<file path="config.mk">
export PLATFORM = sky130hd
export DESIGN_NAME = depth_compare_stage
export DESIGN_NICKNAME = d
export VERILOG_FILES = /design/src/rtl/depth_compare_stage.sv
export SDC_FILE = /design/constraint.sdc
export NUM_CORES = 1
export LEC_CHECK = 0
export ABC_AREA = 0
export CORE_MARGIN = 2
export CORE_UTILIZATION = 43
export DETAILED_ROUTE_END_ITERATION = 7
export GPL_TIMING_DRIVEN = 0
export HOLD_SLACK_MARGIN = 0.05
export PLACE_DENSITY = 0.8
export SLEW_MARGIN = 20
export SYNTH_ARGS = -nofsm -noshare
export SYNTH_HDL_FRONTEND = slang
export SYNTH_SLANG_ARGS = --single-unit
</file>
<file path="constraint.sdc">
create_clock -name clk -period 5 [get_ports clk]
set_clock_uncertainty 0.05 [all_clocks]
set_input_delay 1 -clock clk [delete_from_list [all_inputs] [get_ports clk]]
set_output_delay 1 -clock clk [all_outputs]
set_load 0.01 [all_outputs]
</file>
<file path="src/rtl/depth_compare_stage.sv">
// S1 capture and strict signed depth compare, forwarding the two most recent depth writes.
module depth_compare_stage #(
    parameter int unsigned ADDR_WIDTH  = 15,
    parameter int unsigned DEPTH_WIDTH = 16,
    parameter int unsigned COLOR_WIDTH = 12,
    parameter int unsigned FB_SIZE     = 19200
) (
    input  logic                   clk,
    input  logic                   rst,
    input  logic                   accept,
    input  logic [ADDR_WIDTH-1:0]  frag_addr,
    input  logic [DEPTH_WIDTH-1:0] frag_depth,
    input  logic [COLOR_WIDTH-1:0] frag_color,
    input  logic [DEPTH_WIDTH-1:0] rd_data,
    input  logic                   cur_we,
    input  logic [ADDR_WIDTH-1:0]  cur_addr,
    input  logic [DEPTH_WIDTH-1:0] cur_data,
    output logic                   s1_valid,
    output logic [ADDR_WIDTH-1:0]  s1_addr,
    output logic [DEPTH_WIDTH-1:0] s1_depth,
    output logic [COLOR_WIDTH-1:0] s1_color,
    output logic                   pass_c
);
    logic                   prev_we;
    logic [ADDR_WIDTH-1:0]  prev_addr;
    logic [DEPTH_WIDTH-1:0] prev_data;
    logic [DEPTH_WIDTH-1:0] stored_c;

    always_ff @(posedge clk) begin
        if (rst) begin
            s1_valid  <= 1'b0;
            s1_addr   <= '0;
            s1_depth  <= '0;
            s1_color  <= '0;
            prev_we   <= 1'b0;
            prev_addr <= '0;
            prev_data <= '0;
        end else begin
            s1_valid  <= accept;
            if (accept) begin
                s1_addr  <= frag_addr;
                s1_depth <= frag_depth;
                s1_color <= frag_color;
            end
            prev_we   <= cur_we;
            prev_addr <= cur_addr;
            prev_data <= cur_data;
        end
    end

    // The RAM returns old data for writes landing this cycle or last cycle, so newest write wins.
    always_comb begin
        stored_c = rd_data;
        if (prev_we && (prev_addr == s1_addr)) stored_c = prev_data;
        if (cur_we && (cur_addr == s1_addr))   stored_c = cur_data;
        pass_c = s1_valid && (32'(s1_addr) < FB_SIZE) &&
                 ($signed(s1_depth) < $signed(stored_c));
    end

endmodule

</file>
==> flow_summary.yaml <==
worst_setup_path:
  required_ns: 3.95
  r2r-end: "s1_addr[9]"
  setup.worst_path.class: "in2out"
  ff2ff_setup_slack_ns: 4.21
  cp.arrival_ns: 3.85
  end_kind: "primary output"
  r2r_cells: 2
  worstSetupPathDepth: 17
  path_delay_family: "simple AND/OR/NAND/NOR gates"
  crit_buf_inv: 5
  cpPeakStageDelay_ns: 0.32
  crit_chain: "clkbuf_2 > xnor2_2 > nand4_1 > nor4_4 > buf_6 > buf_6 > clkbuf_16 > nor2_1 > a21oi_2 > ha_4 > nand4_1 > o21bai_1 > a311oi_2 > nand2_1 > o22ai_2 > mux2_4 > buf_6"
  cpMostUsedCell: "buf_6"
  slowest_stage: "mux2_4"
  critPathLaunch: "cur_addr[7]"
  cp_max_fo: 5
  rr_startpoint: "s1_addr[9]"
  cp-endpoint: "pass_c"
  crit_path_start_kind: "input port"
power:
  power.total_w: 0.00146
  peakVddDrop_v: 0.000162
  power_density_nw_per_um2: 275
  leakage_nw: 2.14
cells_and_area:
  diodes: 0
  seqCellArea_sq_um: 1520
  mostFrequentLayoutCells: "119 x clkdlybuf4s50_1, 74 x dfxtp_1, 63 x nor2_1, 59 x mux2i_1, 34 x nor2b_1"
  multiInputGateArea_sq_um: 1920
  area_growth_pct: 55.9
  final_cell_area_sq_um: 5300
  drive_gt1_share_pct: 12.6
  num-fill-cells: 624
  fin_nets: 611
  utilization_pct: 68.9
  final_common_cell: "clkdlybuf4s50_1"
placement:
  place_area_sq_um: 4890
  dpl.hpwl_mm: 6.82
  port_buffers: 136
  finalWeightedCongestion: 0.770
  pre_cts_slack_ns: -1.33
timing:
  max_freq_mhz: 204
  finalMaxSlewViolations: 0
  setup_ws_ns: 0.0956
  period_needed_ns: 4.90
  slew_headroom_pct: 46.0
  tightest_slew_ns: 0.810
  finalHoldViolations: 0
  finalCritPeriodShare_pct: 98.1
  setup_viol: 0
floorplan:
  num_rows: 32
  ios: 139
  floorplan.initialDensity_pct: 44.2
  die_h_um: 92.9
  die_w_um: 92.9
  core_area_sq_um: 7690
  dieArea_sq_um: 8630
synthesis:
  ys_types: 24
  syn-num-nets: 454
  ys_ff_latch: 76
  synth_area_leaders: "dfxtp_1 45%, mux2i_1 17%, xnor2_1 7.7%"
  ys_async_sr_fraction_pct: 0
  synth_ff_type: "dfxtp_1"
  yosys.area.top_type: "dfxtp_1"
  seq_area_frac_synth_pct: 44.8
  synth.avg_cell_area_sq_um: 9.85
  netlist_area_sq_um: 3400
  synth_edf_count: 0
  synthCells: 345
  synth_top_area_share_pct: 44.8
  ys.warnings.count: 0
routing:
  dr.pass1.iters: 4
  drtIter0Drc: 94
  wl_per_cell_um: 15.8
  wl_mm: 9.63
  viasPerCell: 4.94
  ant_nets: 0
  drc: 0
  via_count: 3007
grt:
  grt_pass1_vias: 3040
  grt-ovfl-total: 0
  grt_pass1_wl_mm: 14.8
  grt_max_degree: 14
  grtUsageTotal_pct: 22.0
  antenna_found_initial: 0
clock_network:
  cts-buffers-inserted: 9
  cts_tree: "done"
  h-tree-depth: 3
  cts.clk_slew.worst_paths_ns: 0.08
  numClockSinks: 76
  cts.path.max_buffers: 2
  clock_latency_ns: 0.33
  cts_hold_buf: 0
  clock-root-buffer: "clkbuf_8"
outcome:
  outcome: "finished, final reports clean"
run:
  max_cap_viol_count: 0
worst_hold_path:
  hold_path.class: "reg2reg"
==> report_power, final <==
group	internal (W)	switching, W
Clock	0.000294	0.000231
Sequential	0.000640	0.0000272
Combinational	0.000161	0.000105
Total	0.00109	0.000363
==> area by class of cell <==
| type | count | share of cell area (%) |
|---|---|---|
| timing repair buffer | 147 | 26.3 |
| clock inverter | 6 | 1.65 |
| tap | 102 | 2.41 |
| clock buffer | 10 | 2.60 |
| buffer | 16 | 2.08 |
| sequential | 76 | 28.8 |
| multi-input combinational | 252 | 36.2 |
==> through the flow <==
step | TNS (ns) | cells | hold slack (ns)
after floorplan | 0 | 345 | 0.481
after global placement | -1.33 | 583 | 0.422
after detailed placement | -1.33 | 583 | 0.429
after CTS | 0 | 604 | 0.458
after global routing | -0.0347 | 609 | 0.497
final | 0 | 609 | 0.451
==> synth_stat cells (2+ instances only) <==
cell type,n
nand3_1,3
dfxtp_1,76
nand4_1,11
a21oi_1,21
nor2_1,63
xnor2_1,30
o31ai_1,2
ha_1,15
mux2i_1,59
nor2b_1,34
clkbuf_1,16
nand2_1,3
==> per-layer routing <==
metal	GRT usage [%]	routed length, um	vias up
li1	-	-	1488
met1	27.0	4190	1418
met2	38.7	4820	96
met3	4.31	569	5
met4	7.23	53	0
met5	0	0	-
==> how the worst min path moves through the flow <==
stage,cells past startpoint,start,slack (ns),end
CTS,2,s1_color[7],0.46,s1_color[7]
floorplan,2,s1_color[11],0.48,s1_color[11]
global placement,2,s1_color[3],0.42,s1_color[3]
detailed placement,2,s1_color[5],0.43,s1_color[5]
finish,2,s1_color[7],0.45,s1_color[7]
global route,2,s1_color[10],0.50,s1_color[10]
==> worst register-to-register path, delay by kind of cell (launching register included) <==
kind	cells	cell delay, ns
DFF	1	0.45
and+or+nand+nor	1	0.12
muxes	1	0.11
==> repair_timing <==
action                     CTS  global route
setup endpoints to repair    1             1
setup buffers                4             7
resized for setup           41            44
pin swaps                   16            32
gates cloned                 1             0
==> registers in the layout (all words and copies together) (netlist names) <==
register	count
prev_addr	15
prev_data	16
s1_depth	16
prev_we	1
s1_valid	1
s1_color	12
s1_addr	15
==> logic make-up (layout without fill, tap and decap cells) <==
| family | Yosys count | after routing | share of synthesized area, % |
|---|---|---|---|
| buffers and inverters | 17 | 179 | 1.99 |
| AOI/OAI and AO/OA | 29 | 29 | 5.01 |
| adders and majority gates | 15 | 15 | 5.52 |
| and+or+nand+nor | 118 | 118 | 17.3 |
| DFF | 76 | 76 | 44.8 |
| muxes | 60 | 60 | 17.7 |
| xor gates and xnor gates | 30 | 30 | 7.73 |
(Power assumes the default switching activity.)
